<file path="config.mk">
export PLATFORM = sky130hd
export DESIGN_NAME = down_timer
export DESIGN_NICKNAME = d
export VERILOG_FILES = /design/src/rtl/down_timer.sv
export SDC_FILE = /design/constraint.sdc
export NUM_CORES = 1
export LEC_CHECK = 0
export ABC_CLOCK_PERIOD_IN_PS = 1800
export CAP_MARGIN = 10
export CELL_PAD_IN_SITES_DETAIL_PLACEMENT = 1
export CELL_PAD_IN_SITES_GLOBAL_PLACEMENT = 1
export CORE_MARGIN = 5
export CORE_UTILIZATION = 30
export DETAILED_ROUTE_END_ITERATION = 16
export GPL_TIMING_DRIVEN = 0
export MAX_ROUTING_LAYER = met4
export PLACE_DENSITY = 0.76
export SETUP_SLACK_MARGIN = 0.05
export SLEW_MARGIN = 15
export SYNTH_ARGS = -nofsm -noshare
export SYNTH_HDL_FRONTEND = slang
export SYNTH_SLANG_ARGS = --single-unit
</file>
<file path="constraint.sdc">
create_clock -name in_clk -period 1.8 [get_ports in_clk]
set_clock_uncertainty 0.2 [all_clocks]
set_input_delay 0.36 -clock in_clk [delete_from_list [all_inputs] [get_ports in_clk]]
set_output_delay 0.36 -clock in_clk [all_outputs]
set_load 0.01 [all_outputs]
</file>
<file path="src/rtl/down_timer.sv">
// MM:SS BCD countdown timer driven by a one-cycle tick enable.
// Counts from a loaded preset down to 00:00, then pulses done and holds alarm.
module down_timer (
    input  logic       in_clk,
    input  logic       rst,
    input  logic       tick,
    input  logic       load,
    input  logic       clear,
    input  logic       start,
    input  logic       stop,
    input  logic [3:0] pre_mt,
    input  logic [3:0] pre_mu,
    input  logic [3:0] pre_st,
    input  logic [3:0] pre_su,
    output logic [3:0] min_t,
    output logic [3:0] min_u,
    output logic [3:0] sec_t,
    output logic [3:0] sec_u,
    output logic       running,
    output logic       done,
    output logic       alarm
);

    localparam int unsigned DW = 4;

    typedef enum logic [1:0] {
        IDLE  = 2'd0,
        RUN   = 2'd1,
        PAUSE = 2'd2,
        DONE  = 2'd3
    } state_t;

    state_t state;

    logic [DW-1:0] dec_mt, dec_mu, dec_st, dec_su;
    logic          cnt_zero;
    logic          cnt_one;

    function automatic logic [DW-1:0] clamp(input logic [DW-1:0] d, input logic [DW-1:0] lim);
        return (d > lim) ? lim : d;
    endfunction

    assign cnt_zero = (min_t == '0) && (min_u == '0) && (sec_t == '0) && (sec_u == '0);
    assign cnt_one  = (min_t == '0) && (min_u == '0) && (sec_t == '0) && (sec_u == DW'(1));

    // One-second decrement with BCD borrow chain (seconds tens wrap at 5).
    always_comb begin
        dec_mt = min_t;
        dec_mu = min_u;
        dec_st = sec_t;
        dec_su = DW'(sec_u - DW'(1));
        if (sec_u == '0) begin
            dec_su = DW'(9);
            if (sec_t == '0) begin
                dec_st = DW'(5);
                if (min_u == '0) begin
                    dec_mu = DW'(9);
                    dec_mt = DW'(min_t - DW'(1));
                end else begin
                    dec_mu = DW'(min_u - DW'(1));
                end
            end else begin
                dec_st = DW'(sec_t - DW'(1));
            end
        end
    end

    always_ff @(posedge in_clk or negedge rst) begin
        if (!rst) begin
            state   <= IDLE;
            min_t   <= '0;
            min_u   <= '0;
            sec_t   <= '0;
            sec_u   <= '0;
            running <= 1'b0;
            done    <= 1'b0;
            alarm   <= 1'b0;
        end else begin
            done <= 1'b0;
            if (clear) begin
                state   <= IDLE;
                min_t   <= '0;
                min_u   <= '0;
                sec_t   <= '0;
                sec_u   <= '0;
                running <= 1'b0;
                alarm   <= 1'b0;
            end else if (load) begin
                state   <= IDLE;
                min_t   <= clamp(pre_mt, DW'(9));
                min_u   <= clamp(pre_mu, DW'(9));
                sec_t   <= clamp(pre_st, DW'(5));
                sec_u   <= clamp(pre_su, DW'(9));
                running <= 1'b0;
                alarm   <= 1'b0;
            end else if (stop) begin
                if (state == RUN) begin
                    state   <= PAUSE;
                    running <= 1'b0;
                end
            end else if (state == RUN) begin
                // start is meaningless while running, so a tick still counts here
                if (tick) begin
                    min_t <= dec_mt;
                    min_u <= dec_mu;
                    sec_t <= dec_st;
                    sec_u <= dec_su;
                    if (cnt_one) begin
                        state   <= DONE;
                        running <= 1'b0;
                        done    <= 1'b1;
                        alarm   <= 1'b1;
                    end
                end
            end else if (start) begin
                if ((state == IDLE || state == PAUSE) && !cnt_zero) begin
                    state   <= RUN;
                    running <= 1'b1;
                end
            end
        end
    end

endmodule

</file>
After elaboration in Yosys (flattened, before gate mapping)
Cells that the tools add are included.
W data, S select, Z words.

word-level totals
  word-level logic and storage cells = 112
  RAM bits = 0
  memory bits (read-only) = 0
  latch bits = 0
  bits in registers = 21
  input bits = 23
  output and inout port bits = 19
  memories kept = 0

operators by class
  shift-type cells = 0
  bitwise gates (word level) = 0
  equality and inequality tests = 7
  $add $sub $neg = 4
  order comparisons = 4
  $mul = 0
  divide/modulo/power cells = 0
  mux-type cells = 63
  reductions and logical operators = 26

operators by type and width
  cell                   count
  $mux W4                33
  $mux W1                21
  $mux W2                9
  $reduce_bool A3 Y1     6
  $logic_not A4 Y1       4
  $sub A4 B1 Y4 const B  4
  $gt A4 B4 Y1 const B   3
  $ne A5 B5 Y1 const B   2
  $reduce_and A5 Y1      2
  $reduce_and A4 Y1      2
  $reduce_bool A4 Y1     2
  $reduce_and A6 Y1      1
  $logic_and A1 B1 Y1    5
  $eq A4 B1 Y1 const B   1
  $gt A4 B3 Y1 const B   1
  $ne A4 B3 Y1 const B   1
  $ne A3 B3 Y1 const B   1
  $reduce_and A3 Y1      1
  $eq A2 B1 Y1 const B   1
  $eq A2 B2 Y1 const B   1
  $logic_not A2 Y1       1
  $logic_not A1 Y1       1
  $logic_or A1 B1 Y1     1

Longest topological paths before layout
Gate-level depths: netlist (run 1).

  depth after elaboration = 12
  depth in mapped cells = 7
  mapped depth without buffers = 6

Worst setup path after synthesis (run 1)
Ideal clock, no wire load.

  kind = reg2reg
  start = register sec_u[0]
  end = register min_t[0]
  buffers on the path = 1
  cell stages (with the launch flop) = 8
  arrival = 1.668 ns
  path slack = -0.161 ns
  cells stage by stage = dfrtp_1 inv_1 ha_1 nor3b_2 and4_1 buf_4 xnor2_1 a221oi_2

on the way
  cells in the longest elaborated chain, start to end = 3

RTL lines
  item                                 line  text
  start: declaration                   18    output logic [3:0] sec_u,
  start signal: assignment             93    sec_u <= clamp(pre_su, DW'(9));
  start signal: assignment             107   sec_u <= dec_su;
  $logic_not A4 Y1                     52    if (sec_u == '0) begin
  $reduce_bool A3 Y1 (no source line)  --
  $reduce_and A6 Y1 (no source line)   --
  end signal: assignment               90    min_t <= clamp(pre_mt, DW'(9));
  end signal: assignment               104   min_t <= dec_mt;
  end: declaration                     15    output logic [3:0] min_t,

No other way between the ends.
A chain may end at the register's enable or synchronous reset.

Worst setup path after layout (run 1)
  start = register sec_t[0]
  end = register state[1]

on the way
  cells in the longest elaborated chain, start to end = 7
  elaborated cells on any way between the ends = 9

RTL lines
  item                                  line    text
  start: declaration                    17      output logic [3:0] sec_t,
  start signal: assignment              92      sec_t <= clamp(pre_st, DW'(5));
  start signal: assignment              106     sec_t <= dec_st;
  $logic_not A4 Y1 *                    43, 44
  $logic_and A1 B1 Y1 *                 43, 44
  $logic_and A1 B1 Y1                   43      assign cnt_zero = (min_t == '0) && (min_u == '0) && (sec_t == '0) && (sec_u == '0);
  $logic_not A1 Y1                      116     if ((state == IDLE || state == PAUSE) && !cnt_zero) begin
  $logic_and A1 B1 Y1                   116
  $reduce_bool A4 Y1 (no source line)   --
  $reduce_and A5 Y1 (no source line) *  --
  end signal: assignment                98      state <= PAUSE;
  end signal: assignment                109     state <= DONE;
  end signal: assignment                117     state <= RUN;
  end: declaration                      33      state_t state;

Mark *: on every way between the ends. The rest lies on a longest branch, timed or not.

==> flow_summary.ini, run 1 <==
[detailed_routing]
num_vias = 1594
post_drt_wl_per_cell_um = 19.9
finalWirelength_mm = 5.61
ant_nets = 0
drt-initial-drc-count = 78
post_drt_via_cell_ratio = 5.65
drc = 0
drt-pass1-iter-count = 4

[floorplanning]
ios = 42
die_y_um = 77.2
initial_utilization_pct = 31.1
core_region_area_um2 = 4350
num_rows = 24
fp.dieArea_um2 = 5960
die_w_um = 77.2

[min_path]
hold_end = alarm
hp-class = register to register
hold_depth = 1
hp-start = alarm

[setup_path]
cp.required_ns = 1.81
criticalPathCategory = register to register
r2r-end = state[1]
path_delay_family = buffers and inverters
critPathMaxFanout = 5
r2r_start = sec_t[0]
rr_worst_depth = 8
crit_chain = inv_2 > ha_4 > nor3b_4 > buf_4 > nand4_1 > buf_4 > a211oi_2 > a31o_2
max_stage_delay_ns = 0.41
critPathBufInv = 3
r2r_slack_ns = -0.18
cp-start-kind = register
crit_top_cell = buf_4
cp_data_arrival_time_ns = 1.99
crit_slowest_cell = dfrtp_1
endpoint_kind = register

[synth]
ys_seq_elements = 21
synthCells = 148
synth_fp_nets = 176
ys_seq_area_share_pct = 38.8
synth.distinct_cells = 47
synth-edff-count = 0
async_flop_share_pct = 100
synth_area_um2 = 1350
synth_area_leaders = dfrtp_1, ha_1, o21ai_0, inv_1, nor2_1
yosys_warnings = 0
synth_top_area_share_pct = 38.8
synth_top_area_cell = dfrtp_1
synth.avg_cell_area_um2 = 9.15
ys.flop_type = dfrtp_1

[timing]
slew_violations = 0
maxSlewHeadroom_pct = 57.7
timing.final.crit_share_pct = 110
fin_crit_ns = 1.98
fin_ws_ns = -0.179
fmax_mhz = 505
final_hold_viol_count = 0
setup_violations = 15
rsz0062_at_grt = yes
worstMarginPinSlew_ns = 0.619

[global_routing]
grt_usage_pct = 18.4
grt_use_met2_pct = 32.3
met1_usage_pct = 21.6
globalRouteMet3Util_pct = 3.16
grt_pass1_wl_mm = 8.82
grt_pass1_vias = 1777
antenna_found_initial = 0
grt_max_degree = 22
busiest_layer = met2
grt_overflow_total = 0

[finish]
areaGrowthSynthToFinish_pct = 75.5
n_antenna_cell = 0
fin_nets = 259
drive_gt1_share_pct = 38.7

[placement]
pre_cts_ws_ns = -0.680
numPortBuffers = 40
place_hpwl_mm = 3.41
place_congestion = 0.871

[cts]
cts-htree-levels = 1
cts_tree = yes
clkLatencyLatePin_ns = 0.26
clockBufferDepth = 2
cts_sinks = 21
cts_inserted_buffers = 3
cts_root_buf = clkbuf_8
path_clk_slew_ns = 0.09

[power]
power.share.sequential_pct = 38.1
powerDensity_nw_per_um2 = 597
p_int_mw = 0.952
finalPower_mw = 1.42
p_switching_mw = 0.466
swShare_pct = 32.9
clkPwrFrac_pct = 22.9
p_leak_nw = 1.07
power_frac_comb_pct = 39.0
ir_drop_mv = 0.268

[status]
violations = negative setup slack
outcome = finished, violations left

[flow_run]
cap_viol_max_count = 0
==> flip-flops by register name (all words and copies together), names as in the netlist <==
signal and cells:
min_t 4, min_u 4, sec_t 4, sec_u 4, state 2, alarm 1
done 1, running 1
==> cells in the mapped netlist (2+ instances only) <==
library cell	number
dfrtp_1	21
inv_1	11
nor2_1	10
nand2_1	9
o21ai_0	9
nor3_1	7
a21oi_1	6
ha_1	5
o31ai_1	5
a211oi_1	4
clkbuf_1	4
nand2b_1	4
nand3_1	4
nand4_1	4
nand3b_1	3
nor3b_2	3
a221oi_1	2
a31oi_1	2
and3b_1	2
o211ai_1	2
o21a_1	2
o32a_1	2
o41ai_1	2
or3_1	2
==> power by group through the flow <==
stage | sequential, mW | clock (mW) | combinational [mW]
floorplan | 0.565 | 0 | 0.168
global placement | 0.557 | 0 | 0.342
detailed placement | 0.561 | 0 | 0.358
CTS | 0.537 | 0.329 | 0.466
global route | 0.545 | 0.355 | 0.596
finish | 0.540 | 0.325 | 0.553
==> cell families after synthesis <==
logic type                 after synthesis  synth area share [%]
xor gates and xnor gates                 2                  1.29
DFF                                     21                  38.8
AOI/OAI and AO/OA                       45                  24.1
buffers and inverters                   17                  5.08
and+or+nand+nor                         57                  25.3
adders and majority gates                5                  4.62
muxes                                    1                 0.739
==> layout by cell type (no fill, tap or decap), types with 6 or more instances in the layout <==
master	Yosys	final
buf_4	1	30
buf_6	0	9
clkdlybuf4s50_1	0	22
dfrtp_1	21	16
dlygate4sd2_1	0	11
inv_1	11	6
nand2_1	9	7
nor2_1	10	10
==> worst max-delay path by stage <==
stage | startpoint | to | slack [ns] | cells past startpoint
after global routing | sec_t[0] | state[1] | -0.26 | 8
after CTS | sec_t[0] | min_t[0] | -0.11 | 7
after floorplan | sec_u[1] | min_t[0] | -0.08 | 7
after detailed placement | stop | min_u[2] | -0.68 | 5
final | sec_t[0] | state[1] | -0.18 | 8
after global placement | stop | min_u[2] | -0.61 | 6
==> what timing repair did <==
action / in CTS / in global routing
endpoints found under the hold margin: 0 / 21
pin swaps: 12 / 10
hold buffers: 0 / 1
gates resized for setup: 36 / 39
setup endpoints to repair: 38 / 27
buffers inserted: 28 / 10
==> per-layer routing <==
| layer | share of wire, % | wire length [um] |
|---|---|---|
| met1 | 41 | 2300 |
| met2 | 54 | 3010 |
| met3 | 3.7 | 208 |
| met4 | 1.6 | 89 |
| met5 | 0 | 0 |
==> final cells by class <==
cell class                 count  area (um^2)
buffer                         6         40.0
clock buffer                   3         41.3
clock inverter                 1         5.00
fill                         492         1980
inverter                      11         41.3
multi-input combinational    110          951
sequential                    21          532
tap                           52         65.1
timing repair buffer          78          701
==> stage by stage <==
stage / setup TNS [ns] / std cells / area [um^2] / utilization (%) / hold slack [ns]
2_1_floorplan: -0.208 / 148 / 1390 / - / -0.136
3_3_place_gp: -6.86 / 240 / 1850 / 42.6 / 0.281
3_5_place_dp: -9.52 / 240 / 1850 / 42.6 / 0.286
4_1_cts: -0.686 / 272 / 2170 / 49.9 / 0.294
5_1_grt: -2.60 / 282 / 2380 / 54.6 / 0.334
6_report: -1.11 / 282 / 2380 / 54.6 / 0.304
No activity file was read; power rests on OpenSTA's default activity.
==> run 2: changes to the inputs <==
--- a/config.mk
+++ b/config.mk
@@ -6,10 +6,9 @@
 export NUM_CORES = 1
 export LEC_CHECK = 0
 export ABC_CLOCK_PERIOD_IN_PS = 1800
-export CAP_MARGIN = 10
+export CAP_MARGIN = 0
 export CELL_PAD_IN_SITES_DETAIL_PLACEMENT = 1
 export CELL_PAD_IN_SITES_GLOBAL_PLACEMENT = 1
-export CORE_MARGIN = 5
 export CORE_UTILIZATION = 30
 export DETAILED_ROUTE_END_ITERATION = 16
 export GPL_TIMING_DRIVEN = 0
==> run 2 against run 1 <==
  * The run still ends with negative setup slack left
  * Combinational power is 4.5% higher
  * Worst setup slack better by 0.10 ns
  * Count of clock-buffer cells in the layout did not move
  * Largest power group unchanged
==> flow_summary.ini, run 2 (synthesis results as in run 1) <==
[global_routing]
grt_pass1_wl_mm = 8.18
antenna_found_initial = 0
grt_overflow_total = 0
grt_max_degree = 22
grt_usage_pct = 22.1
grt_pass1_vias = 1651

[cts]
clkLatencyLatePin_ns = 0.27
cts_tree = yes
cts-htree-levels = 1
cts_root_buf = clkbuf_8
path_clk_slew_ns = 0.09
clockBufferDepth = 2
cts_sinks = 21
cts_inserted_buffers = 3

[detailed_routing]
ant_nets = 0
drc = 0
finalWirelength_mm = 5.63
drt-pass1-iter-count = 4
post_drt_wl_per_cell_um = 19.7
post_drt_via_cell_ratio = 5.60
drt-initial-drc-count = 96
num_vias = 1603

[setup_path]
r2r_slack_ns = -0.08
r2r_start = sec_t[0]
cp-start-kind = register
critPathMaxFanout = 5
rr_worst_depth = 7
endpoint_kind = register
r2r-end = min_t[0]
cp_data_arrival_time_ns = 1.85
cp.required_ns = 1.77
criticalPathCategory = register to register

[min_path]
hold_end = alarm
hp-class = register to register
hp-start = alarm
hold_depth = 1

[floorplanning]
die_w_um = 69.2
die_y_um = 69.2
core_region_area_um2 = 4350
ios = 42
initial_utilization_pct = 31.1
fp.dieArea_um2 = 4790
num_rows = 24

[placement]
numPortBuffers = 40
placed_cell_area_um2 = 1850
place_congestion = 0.822
dp_cells = 240
place_hpwl_mm = 3.25
pre_cts_ws_ns = -0.747

[power]
clkPwrFrac_pct = 22.7
p_switching_mw = 0.477
swShare_pct = 33.1
p_leak_nw = 1.12
power_frac_comb_pct = 40.1
power.share.sequential_pct = 37.2
ir_drop_mv = 0.256
p_int_mw = 0.966
powerDensity_nw_per_um2 = 589

[finish]
n_antenna_cell = 0
fin_nets = 263
fin_area_um2 = 2450
fin_cells = 286
mostFrequentLayoutCell = buf_4
drive_gt1_share_pct = 43.2
final_cell_mix = buf_4, clkdlybuf4s50_1, dfrtp_1, dlygate4sd2_1
areaGrowthSynthToFinish_pct = 81.1

[timing]
maxSlewHeadroom_pct = 30.3
holdWs_ns = 0.312
rsz0062_at_grt = yes
slew_violations = 0
timing.final.crit_share_pct = 104
worstMarginPinSlew_ns = 1.04
fin_crit_ns = 1.88
final_hold_viol_count = 0
tns_ns = -0.350
fin_ws_ns = -0.0791
setup_violations = 8
fmax_mhz = 532

[status]
outcome = finished, violations left
violations = negative setup slack

[flow_run]
cap_viol_max_count = 0
run 2: cell types whose count changed in the layout (fill, tap and decap cells not counted), moves of 2 or more:
cell,before,now
buf_4,30,35
dlygate4sd2_1,11,14
dfrtp_1,16,14
nor3_2,0,2
dfrtp_2,5,7
run 2: worst max path at each step:
stage                         from  endpoint  slack, ns  cells past startpoint
after floorplan           sec_u[1]  min_t[0]      -0.08                      7
after global placement        stop  min_u[2]      -0.61                      6
after detailed placement      stop  min_u[2]      -0.75                      6
after CTS                 sec_t[0]  min_t[0]      -0.06                      7
after global routing      sec_t[0]     alarm      -0.19                      7
final                     sec_t[0]  min_t[0]      -0.08                      7
run 2: layout make-up:
type / count / area, um^2
multi-input combinational: 110 / 985
tap: 52 / 65.1
clock buffer: 3 / 41.3
fill: 474 / 1900
clock inverter: 1 / 5.00
inverter: 11 / 41.3
timing repair buffer: 82 / 737
sequential: 21 / 534
buffer: 6 / 43.8
run 2: what timing repair did:
action | 4_1_cts | 5_1_grt
pin swaps | 16 | 17
setup endpoints to repair | 38 | 25
cloned | 1 | 0
gates resized for setup | 50 | 39
hold buffers | 0 | 0
setup buffers | 30 | 13
run 2: critical path: stages, from the launching register on:
cell	delay [ns]
dfrtp_1	0.42
inv_2	0.09
ha_4	0.13
nor3b_4	0.23
and4_1	0.24
buf_6	0.13
xnor2_2	0.07
a221oi_2	0.27
run 2: per-layer routing:
metal / track usage (%) / routed length (um) / vias to the layer above
met5: - / 0 / -
met4: 8.16 / 89 / 0
met3: 3.05 / 155 / 11
met2: 38.4 / 2990 / 48
met1: 26.0 / 2390 / 813
li1: - / - / 731
run 2: through the flow:
stage | utilization [%] | power, mW
6_report | 56.3 | 1.44
2_1_floorplan | - | 0.732
3_3_place_gp | 42.6 | 0.898
4_1_cts | 51.1 | 1.36
3_5_place_dp | 42.6 | 0.916
5_1_grt | 56.3 | 1.51
run 2: power by group through the flow:
stage	registers (mW)	logic (mW)	clock network (mW)
floorplan	0.565	0.168	0
global placement	0.558	0.341	0
detailed placement	0.561	0.354	0
CTS	0.535	0.491	0.333
global route	0.542	0.618	0.353
finish	0.537	0.578	0.328
